===== src/rtl/fetch_line_queue_if.sv =====
// Fetch front-end bundle: redirect input, SRAM line-read port and instruction-window output.
// Handshakes: a read is accepted when sram_cs && sram_gnt in the same cycle; an instruction is consumed when inst_valid && inst_ready in the same cycle.
interface fetch_line_queue_if;
  logic        redirect_valid;
  logic [31:0] redirect_pc;
  logic        sram_cs;
  logic [28:0] sram_addr;
  logic        sram_gnt;
  logic [63:0] sram_rdata;
  logic        inst_valid;
  logic        inst_ready;
  logic [31:0] inst_pc;
  logic [31:0] inst_win;
  logic        inst_is16;

  modport master (
    input  redirect_valid, redirect_pc, sram_gnt, sram_rdata, inst_ready,
    output sram_cs, sram_addr, inst_valid, inst_pc, inst_win, inst_is16
  );

  modport slave (
    output redirect_valid, redirect_pc, sram_gnt, sram_rdata, inst_ready,
    input  sram_cs, sram_addr, inst_valid, inst_pc, inst_win, inst_is16
  );
endinterface


===== src/rtl/fetch_line_queue.sv =====
// Sequential 64-bit line prefetcher with a small line queue and a PC-aligned 32-bit instruction window.
// Straddling 32-bit instructions are assembled from the head and next queued lines.
module fetch_line_queue #(
  parameter logic [31:0] RESET_PC = 32'h0000_0000,
  parameter int          QDEPTH   = 2
) (
  input logic               clk,
  input logic               rstn,
  fetch_line_queue_if.master bus
);
  localparam int PW = $clog2(QDEPTH);
  localparam int CW = PW + 1;
  localparam logic [CW-1:0] QD = CW'(QDEPTH);

  logic [31:0]   pc;
  logic [28:0]   fetch_addr;
  logic [63:0]   q_data [QDEPTH];
  logic [28:0]   q_addr [QDEPTH];
  logic [PW-1:0] rd_ptr;
  logic [CW-1:0] count;
  logic          in_flight;
  logic [28:0]   flight_addr;
  logic          started;

  logic [PW-1:0] nx_ptr;
  logic [PW-1:0] wr_ptr;
  logic [63:0]   head;
  logic [63:0]   next;
  logic [28:0]   head_addr;
  logic          head_ok;
  logic          next_ok;
  logic [31:0]   win;
  logic          is16;
  logic          grant;
  logic          push;
  logic          consume;
  logic          pop;
  logic [31:0]   pc_step;

  assign nx_ptr    = rd_ptr + PW'(1);
  assign wr_ptr    = rd_ptr + count[PW-1:0];
  assign head      = q_data[rd_ptr];
  assign next      = q_data[nx_ptr];
  assign head_addr = q_addr[rd_ptr];
  assign head_ok   = (count != '0);
  assign next_ok   = (count >= CW'(2));

  always_comb begin
    win = head[31:0];
    case (pc[2:1])
      2'd0: win = head[31:0];
      2'd1: win = head[47:16];
      2'd2: win = head[63:32];
      2'd3: win = {(next_ok ? next[15:0] : 16'h0000), head[63:48]};
      default: win = head[31:0];
    endcase
  end

  assign is16 = (win[1:0] != 2'b11);

  // started keeps the request port quiet for the first edge after reset release.
  assign bus.sram_cs   = started && !bus.redirect_valid && ((count + CW'(in_flight)) < QD);
  assign bus.sram_addr = fetch_addr;

  assign bus.inst_valid = head_ok && (head_addr == pc[31:3]) &&
                          ((pc[2:1] != 2'b11) || is16 || next_ok);
  assign bus.inst_pc    = pc;
  assign bus.inst_win   = win;
  assign bus.inst_is16  = is16;

  assign grant   = bus.sram_cs && bus.sram_gnt;
  assign push    = in_flight && !bus.redirect_valid;
  assign consume = bus.inst_valid && bus.inst_ready && !bus.redirect_valid;
  assign pc_step = pc + (is16 ? 32'd2 : 32'd4);
  assign pop     = consume && (pc_step[31:3] != head_addr);

  always_ff @(posedge clk or negedge rstn) begin
    if (!rstn) begin
      pc          <= RESET_PC & ~32'h1;
      fetch_addr  <= RESET_PC[31:3];
      rd_ptr      <= '0;
      count       <= '0;
      in_flight   <= 1'b0;
      flight_addr <= '0;
      started     <= 1'b0;
    end else begin
      started <= 1'b1;
      if (bus.redirect_valid) begin
        // A return arriving this cycle is simply not pushed, which kills it.
        pc         <= bus.redirect_pc & ~32'h1;
        fetch_addr <= bus.redirect_pc[31:3];
        rd_ptr     <= '0;
        count      <= '0;
        in_flight  <= 1'b0;
      end else begin
        in_flight <= grant;
        if (grant) begin
          fetch_addr  <= fetch_addr + 29'd1;
          flight_addr <= fetch_addr;
        end
        if (consume) pc <= pc_step;
        if (pop) rd_ptr <= nx_ptr;
        case ({push, pop})
          2'b10:   count <= count + CW'(1);
          2'b01:   count <= count - CW'(1);
          default: count <= count;
        endcase
      end
    end
  end

  always_ff @(posedge clk) begin
    if (push) begin
      q_data[wr_ptr] <= bus.sram_rdata;
      q_addr[wr_ptr] <= flight_addr;
    end
  end
endmodule


===== src/flat_wrapper.sv =====
// flat-port wrapper written by rule: the top's interface ports become plain ports
module fetch_line_queue_flat 
#(
  parameter logic [31:0] RESET_PC = 32'h0000_0000,
  parameter int          QDEPTH   = 2
)
  (clk, rstn, bus_redirect_valid, bus_redirect_pc, bus_sram_gnt, bus_sram_rdata, bus_inst_ready, bus_sram_cs, bus_sram_addr, bus_inst_valid, bus_inst_pc, bus_inst_win, bus_inst_is16);
  fetch_line_queue_if bus_i ();
  input logic clk;
  input logic rstn;
  input wire logic [$bits(bus_i.redirect_valid)-1:0] bus_redirect_valid;
  input wire logic [$bits(bus_i.redirect_pc)-1:0] bus_redirect_pc;
  input wire logic [$bits(bus_i.sram_gnt)-1:0] bus_sram_gnt;
  input wire logic [$bits(bus_i.sram_rdata)-1:0] bus_sram_rdata;
  input wire logic [$bits(bus_i.inst_ready)-1:0] bus_inst_ready;
  output wire logic [$bits(bus_i.sram_cs)-1:0] bus_sram_cs;
  output wire logic [$bits(bus_i.sram_addr)-1:0] bus_sram_addr;
  output wire logic [$bits(bus_i.inst_valid)-1:0] bus_inst_valid;
  output wire logic [$bits(bus_i.inst_pc)-1:0] bus_inst_pc;
  output wire logic [$bits(bus_i.inst_win)-1:0] bus_inst_win;
  output wire logic [$bits(bus_i.inst_is16)-1:0] bus_inst_is16;
  assign bus_i.redirect_valid = bus_redirect_valid;
  assign bus_i.redirect_pc = bus_redirect_pc;
  assign bus_i.sram_gnt = bus_sram_gnt;
  assign bus_i.sram_rdata = bus_sram_rdata;
  assign bus_i.inst_ready = bus_inst_ready;
  assign bus_sram_cs = bus_i.sram_cs;
  assign bus_sram_addr = bus_i.sram_addr;
  assign bus_inst_valid = bus_i.inst_valid;
  assign bus_inst_pc = bus_i.inst_pc;
  assign bus_inst_win = bus_i.inst_win;
  assign bus_inst_is16 = bus_i.inst_is16;
  fetch_line_queue #(.RESET_PC(RESET_PC), .QDEPTH(QDEPTH)) u_core (.clk(clk), .rstn(rstn), .bus(bus_i));
endmodule

===== config.mk =====
export PLATFORM = sky130hd
export DESIGN_NAME = fetch_line_queue_flat
export DESIGN_NICKNAME = d
export VERILOG_FILES = /design/src/rtl/fetch_line_queue_if.sv /design/src/rtl/fetch_line_queue.sv /design/src/flat_wrapper.sv
export SDC_FILE = /design/constraint.sdc
export NUM_CORES = 1
export LEC_CHECK = 0
export CAP_MARGIN = 30
export CORE_MARGIN = 4
export CORE_UTILIZATION = 52
export CTS_BUF_LIST = sky130_fd_sc_hd__clkbuf_2 sky130_fd_sc_hd__clkbuf_4 sky130_fd_sc_hd__clkbuf_8
export CTS_CLUSTER_DIAMETER = 40
export DETAILED_ROUTE_END_ITERATION = 12
export GPL_ROUTABILITY_DRIVEN = 0
export PLACE_DENSITY_LB_ADDON = 0.08
export SYNTH_ARGS = -nofsm -noshare
export SYNTH_HDL_FRONTEND = slang
export SYNTH_SLANG_ARGS = --single-unit

===== constraint.sdc =====
create_clock -name clk -period 12.8 [get_ports clk]
set_clock_uncertainty 0.2 [all_clocks]
set_input_delay 1.28 -clock clk [delete_from_list [all_inputs] [get_ports clk]]
set_output_delay 1.28 -clock clk [all_outputs]
set_load 0.1 [all_outputs]

==> reports/metrics.csv <==
stage,metric,value,unit
synthesis,Mapped Area,13500,um2
timing,Max-slew headroom,0.311,
final_layout,fin util,0.656,
timing,Fin. Hold Viols,0,
drt,met1 wire length,14700,um
final_layout,ANT cells,0,
synthesis,Syn. warnings,0,
drt,final wirelength,33800,um
worst_setup_path,reg-to-reg setup timing slack,6790,ps
die,Initial Utilization,0.533,
global_routing,initial antenna violation count,0,
synthesis,main flop type after synthesis,edfxtp_1,
pwr,leakage dissipation,0.00581,uW
die,Die ar.,28700,um2
timing,unrepaired setup endpoints after global routing,no,
global_routing,first-pass GRT wire length,53800,um
synthesis,Seq cells post-synth,280,
global_routing,GRT Util Overall,0.234,
synthesis,mean area per synthesized cell,11.7,um2
drt,met3 WL post-DR,2230,um
clock_tree,clk_lat worst skew,550,ps
final_layout,most common library cell in the layout ignoring fill and taps,clkdlybuf4s50_1,
drt,DRT Pass-1 Iters,5,
clock_tree,CTS sink count,280,
clock_tree,Post-CTS Setup Repair Bufs,0,
synthesis,Synth cell types,72,
final_layout,most frequent cells in the layout,"192 x clkdlybuf4s50_1, 186 x edfxtp_1, 182 x nand2_1",
worst_setup_path,Reg2Reg Depth,14,
clock_tree,Root Driver,clkbuf_8,
drt,WL/cell,19.7,um
drt,DR WL met2,16100,um
run,number of max-cap violations,0,
synthesis,syn_nets,1265,
synthesis,post-synthesis sequential area ratio,0.586,
final_layout,fin nets,1456,
global_routing,vias in the first global route,10000,
synthesis,Post-synth EDFFs,186,
die,Rows,58,
pwr,PD cells,143,nW/um2
synthesis,dominant cells by area after synthesis,"edfxtp_1 41%, dfrtp_1 17%, mux2i_1 7.1%",
clock_tree,cts hold-fix bufs,0,
timing,worst-margin pin slew,1030,ps
drt,routed vias,9838,
clock_tree,H-Tree Level Count,2,
synthesis,asr flop ratio synth,0.336,
outcome,status,"finished, final reports clean",
timing,highest clock rate,166,MHz
worst_setup_path,CP endpoint kind,output pin,
drt,starting DRC count in detailed routing,573,
global_routing,gr ovfl total,0,
hold_path,Hold Path Class,flop to flop,
global_routing,largest net degree at the start of global routing,73,
clock_tree,cts bufs inserted,47,
final_layout,layout cell share with drive strength beyond 1,0.109,
die,area of the core,25400,um2
synthesis,post-synth top area cell,edfxtp_1,
die,DIE HEIGHT,169,um
timing,hold slack final,273,ps
worst_setup_path,Worst Path Required,11320,ps
worst_setup_path,worst flop-to-flop path startpoint,u_core.rd_ptr,
drt,post-route DRC violation count,0,
pwr,Max VDD drop,0.0974,mV
placed_design,PortBufs,194,
clock_tree,clock-pin slew on the worst setup and hold paths,60,ps
clock_tree,CTS tree,done,
drt,drt via density,5.72,
worst_setup_path,CP Data Arrival Time,4550,ps
timing,Post-Route Setup TNS,0,ps
synthesis,top-area cell type share of the netlist area,0.412,
die,Die X-Extent,169,um
timing,count of final max-slew check failures,0,
clock_tree,post-cts sizing count,0,
hold_path,depth of the worst hold-timing path,0,
drt,uppermost layer routed,met4,
clock_tree,Max clock buf depth,3,
timing,fin crit share,0.471,
die,# IOs,197,
hold_path,hold endpoint,u_core.q_addr[1][21],
final_layout,Layout area overhead,22.9,%
placed_design,hpwl dp,23200,um
worst_setup_path,Worst Setup Start Kind,flop,
hold_path,hold_sp,u_core.flight_addr[21],
timing,minimum clock period,6030,ps
worst_setup_path,Crit Path Max Fanout,52,
worst_setup_path,worst r2r dst,u_core.count[1],
final_layout,number of fill cells in the layout,1995,
drt,antenna-violating nets left,0,
synthesis,Cells after Synth,1160,
worst_setup_path,Critical Setup Path Class,flop to output pin,
timing,final setup fails,0,
[per-stage QoR]
stage	power (uW)	cells	instance area, um2	setup WS, ps
global route	2480	1720	16600	6410
global placement	1610	1630	15700	6920
detailed placement	1620	1632	15700	6850
CTS	2400	1720	16600	6710
finish	2380	1720	16600	6770
floorplan	1460	1160	13500	3110
[layer usage]
| metal | track usage | up-vias |
|---|---|---|
| met2 | 0.383 | 361 |
| met4 | 0.0700 | 0 |
| met1 | 0.322 | 4780 |
| met5 | 0 | - |
| met3 | 0.0454 | 60 |
| li1 | - | 4637 |
[logic make-up (layout without fill, tap and decap cells)]
kind of cell,after synthesis,count (layout),synth area share
and+or+nand+nor,394,394,0.142
DFF,280,280,0.586
AOI/OAI and AO/OA,203,203,0.0949
muxes,115,115,0.0902
xor gates and xnor gates,85,85,0.0549
buffers and inverters,77,307,0.0276
adders and majority gates,4,4,0.00425
other,2,2,0.000554
[flip-flops by register name, summed over array words and instances (netlist names)]
signal	cells
u_core.bus.inst_pc	31
u_core.bus.sram_addr	29
u_core.count	2
u_core.flight_addr	29
u_core.in_flight	1
u_core.q_addr	58
u_core.q_data	128
u_core.rd_ptr	1
u_core.started	1
[cell usage after synthesis, types with 4 or more instances]
| cell type | instances |
|---|---|
| o21ai_1 | 18 |
| mux2_2 | 13 |
| inv_1 | 10 |
| o211ai_1 | 4 |
| a211o_1 | 4 |
| nand2_1 | 183 |
| dfrtp_1 | 94 |
| a31o_2 | 11 |
| clkbuf_1 | 39 |
| nor3_1 | 13 |
| buf_1 | 8 |
| a211oi_1 | 28 |
| nor4_1 | 12 |
| buf_2 | 6 |
| a31oi_1 | 7 |
| nand2b_1 | 13 |
| edfxtp_1 | 186 |
| nand3_1 | 33 |
| and3_1 | 18 |
| nor2b_1 | 18 |
| nand4_1 | 16 |
| a41oi_1 | 4 |
| buf_6 | 6 |
| mux4_2 | 4 |
| xnor2_1 | 63 |
| buf_4 | 4 |
| nor2_1 | 56 |
| o311ai_0 | 15 |
| and2_1 | 5 |
| a21oi_1 | 45 |
| o21ai_0 | 52 |
| xor2_1 | 22 |
| mux2i_1 | 96 |
[worst max-delay path, stage by stage, from the launching register on]
cell	delay, ps
dfrtp_4	1040
mux2i_1	600
xnor2_1	130
nor4_1	350
nand4_1	260
nor3_1	400
clkdlybuf4s50_1	1200
[area by class of cell]
cell class,instances,area (um2),area share
repair buffers,208,2060,0.124
flip-flops and latches,280,7940,0.477
clock buffers,65,795,0.0477
well taps,330,413,0.0248
multi-input cells,803,5250,0.315
clock inverters,23,148,0.00887
inverters,11,41.3,0.00248
[power breakdown]
group / internal [uW] / switching (uW) / total (uW)
registers: 1020 / 64.7 / 1090
logic: 145 / 371 / 516
clock network: 426 / 350 / 776
[worst max path at each step]
stage	endpoint	slack, ps	start	cells after the start
detailed placement	u_core.count[1]	6850	u_core.rd_ptr	14
global route	u_core.count[1]	6410	u_core.rd_ptr	14
CTS	bus_inst_valid	6710	u_core.rd_ptr	6
floorplan	u_core.q_addr[1][0]	3110	u_core.rd_ptr	7
global placement	u_core.count[1]	6920	u_core.rd_ptr	14
finish	bus_inst_valid	6770	u_core.rd_ptr	6
(Power assumes the default switching activity.)
==> patch 1: new RTL, config.mk and constraints unchanged <==
`QDEPTH` is set to 2 in 2 places; all go to 4.
--- a/src/rtl/fetch_line_queue.sv
+++ b/src/rtl/fetch_line_queue.sv
@@ -2,7 +2,7 @@
 // Straddling 32-bit instructions are assembled from the head and next queued lines.
 module fetch_line_queue #(
   parameter logic [31:0] RESET_PC = 32'h0000_0000,
-  parameter int          QDEPTH   = 2
+  parameter int          QDEPTH   = 4
 ) (
   input logic               clk,
   input logic               rstn,
--- a/src/flat_wrapper.sv
+++ b/src/flat_wrapper.sv
@@ -2,7 +2,7 @@
 module fetch_line_queue_flat 
 #(
   parameter logic [31:0] RESET_PC = 32'h0000_0000,
-  parameter int          QDEPTH   = 2
+  parameter int          QDEPTH   = 4
 )
   (clk, rstn, bus_redirect_valid, bus_redirect_pc, bus_sram_gnt, bus_sram_rdata, bus_inst_ready, bus_sram_cs, bus_sram_addr, bus_inst_valid, bus_inst_pc, bus_inst_win, bus_inst_is16);
   fetch_line_queue_if bus_i ();
Behaviour: not the same (Yosys sat finds a counterexample within 4 cycles, from zero or initial values and one cycle with rstn low).
==> patch 1 against the unedited design <==
Final cell count up 29%; synthesized area up 55%; wire length up 49%; total power up 54%; worst setup slack worse by 0.82 ns; sequential share of layout area up 6.3 points; critical path depth up 1; die area up 52%; utilization down 2.4 points; final area up 51%; sequential cell count up 188; synthesized cell count up 23%; global-route usage down 0.33 points; sequential power up 63%; critical endpoint unchanged.
==> patch 1: results <==
{
  "grt_pass1_wl_mm": 78.6,
  "critical_path_arrival_ns": 5.37,
  "clkSinkCount": 468,
  "track_usage_pct": 23.1,
  "avgRoutedWirePerCell_um": 22.6,
  "dieArea_um2": 43600,
  "crit_start": "u_core.rd_ptr[0]",
  "clkbuf_count": 115,
  "p_leak_nw": 8.42,
  "num-multi-input-gates": 851,
  "grt_pass1_vias": 13488,
  "path_max_fanout": 42,
  "post_dp_cell_area_um2": 23400,
  "yosys-top-cells-area": "edfxtp_1, dfrtp_1, mux4_2",
  "multi_input_area_share_pct": 27.7,
  "final.period_utilization_pct": 53.5,
  "synth_top_cell_area_share_pct": 53.3,
  "grt_max_degree": 67,
  "design_area_um2": 25100,
  "clk_share_pct": 6.55,
  "drt_iter0_markers": 972,
  "synth_fp_nets": 1533,
  "crit-reg2reg-launch": "u_core.rd_ptr[1]",
  "placed_cells": 2078,
  "seq_area_frac_synth_pct": 64.7,
  "peakVddDrop_uv": 123,
  "htree_num_levels": 3,
  "slew_headroom_pct": 31.5,
  "reg2regPathDepth": 23,
  "rrSetupSlack_ns": 6.29,
  "drive_gt1_share_pct": 17.7,
  "synth_edf_count": 372,
  "antenna_found_initial": 4,
  "outcome": "finished, final reports clean",
  "bufAreaShareNonClock_pct": 8.87,
  "area.sequential_um2": 13600,
  "pre_cts_slack_ns": 6.01,
  "nNonClkBuffers": 220,
  "max_stage_delay_ns": 1.17,
  "num-nonclk-inverters": 16,
  "synthArstFlopShare_pct": 20.5,
  "hold_slack_ns": 0.306,
  "largest_reg_flops": 256,
  "finalNetCount": 1746
}
[patch 1: changes by cell type after synthesis, sizes merged, moves of 13 or more]
cell	unedited run	this run
clkbuf	41	63
mux4	4	95
edfxtp	186	372
a211oi	28	11
mux2i	97	32
nand4	18	36
a21oi	46	20
mux2	14	27
[patch 1: routing by layer]
metal / vias up / track usage [%] / routed length (µm)
met3: 118 / 5.95 / 3220
met1: 6599 / 31.4 / 21400
met5: - / 0 / 61
met4: 8 / 8.53 / 1660
li1: 5920 / - / -
met2: 461 / 36.5 / 24000
[patch 1: cell families after synthesis]
logic type	after synthesis	synth area share, %
XOR/XNOR	82	3.56
multiplexers	154	13.3
flip-flops	468	64.7
AND/OR/NAND/NOR	419	9.97
AO/OA/AOI/OAI	186	5.70
adder cells (fa/ha/maj)	8	0.525
buffers and inverters	107	2.17
other	2	0.0358
[patch 1: power by group]
group / internal, mW / switching [mW]
clock network: 0.777 / 0.587
logic: 0.154 / 0.367
registers: 1.71 / 0.0746
total: 2.64 / 1.03
==> patch 2: new RTL, same settings <==
Without the edit above. Make the reset (`rstn`) synchronous in one clocked block.
--- a/src/rtl/fetch_line_queue.sv
+++ b/src/rtl/fetch_line_queue.sv
@@ -74,7 +74,7 @@
   assign pc_step = pc + (is16 ? 32'd2 : 32'd4);
   assign pop     = consume && (pc_step[31:3] != head_addr);
 
-  always_ff @(posedge clk or negedge rstn) begin
+  always_ff @(posedge clk) begin
     if (!rstn) begin
       pc          <= RESET_PC & ~32'h1;
       fetch_addr  <= RESET_PC[31:3];
Behaviour: differs if rstn is asserted again (counterexample within 4 cycles, from zero or initial values and one cycle with rstn low); with rstn held inactive, the same outputs for 4 cycles.
==> patch 2 against the unedited design <==
Sequential cell count up 1; total power fell by 8.5%; final area is 1.3% higher; critical path depth increased by 1; synthesized area is 0.14% higher; wire length is 8.1% higher; synthesized cell count grew 9.8%; worst setup slack got worse by 0.64 ns; critical path type unchanged; critical endpoint unchanged; largest cell class unchanged.
==> patch 2: results <==
{
  "max_stage_delay_ns": 1.17,
  "grt_pass1_wl_mm": 57.0,
  "yosys-top-cells-area": "edfxtp_1, dfxtp_1, mux2i_1",
  "rrSetupSlack_ns": 6.87,
  "grt_max_degree": 91,
  "dp_hpwl_mm": 25.0,
  "drt_iter0_markers": 983,
  "finalNetCount": 1560,
  "drive_gt1_share_pct": 8.24,
  "holdPathEnd": "u_core.q_addr[1][23]",
  "routed-via-count": 10690,
  "ys_top_cells_by_count": "edfxtp_1, nand2_1, dfxtp_1, o21ai_0, mux2i_1",
  "placed_cells": 1736,
  "critical_path_arrival_ns": 5.20,
  "synth.distinct_cells": 67,
  "endpoint": "bus_inst_valid",
  "track_usage_pct": 24.9,
  "synth_fp_nets": 1380,
  "pre_cts_slack_ns": 6.77,
  "layout_setup_ws_ns": 6.12,
  "reg2regPathDepth": 17,
  "drt-met1-wl_mm": 16.2,
  "seq_area_frac_synth_pct": 55.2,
  "wl_mm": 36.6,
  "worst-slew-pin-transition_ns": 1.06,
  "fin_cells": 1822,
  "outcome": "finished, final reports clean",
  "r2r-end": "u_core.count[1]",
  "synthCells": 1274,
  "numCtsBuffers": 46,
  "wl_met3_mm": 3.09,
  "path_max_fanout": 65,
  "synthArstFlopShare_pct": 0,
  "post_dp_cell_area_um2": 15800,
  "grt_pass1_vias": 10271
}
==> patch 2: logic make-up (layout without fill, tap and decap cells) <==
logic type	Yosys count	in the layout	share of synthesized area, %
and+or+nand+nor	436	436	16.1
adders and majority gates	5	5	0.516
DFF	281	281	55.2
muxes	82	82	6.32
other	1	1	0.0276
buffers and inverters	105	323	3.26
AOI/OAI and AO/OA	284	284	13.4
xor gates and xnor gates	80	80	5.16
==> patch 2: where the power goes <==
part	internal [mW]	switching, mW	total [mW]
combinational	0.102	0.237	0.339
sequential	0.981	0.0284	1.01
clock	0.471	0.359	0.830
total	1.55	0.624	2.18
==> patch 2: cell type report <==
cell class              count  area, µm²
fillers                  2051       8540
clock inverters            14        114
multi-input cells         888       5650
repair buffers            213       2200
well taps                 330        413
inverters                  24       90.1
clock buffers              72        897
flip-flops and latches    281       7490
==> patch 2: metal layers <==
metal	vias up	global-route usage (%)
met1	5111	36.0
met2	434	37.9
li1	5070	-
met5	-	0
met3	75	5.82
met4	0	7.00
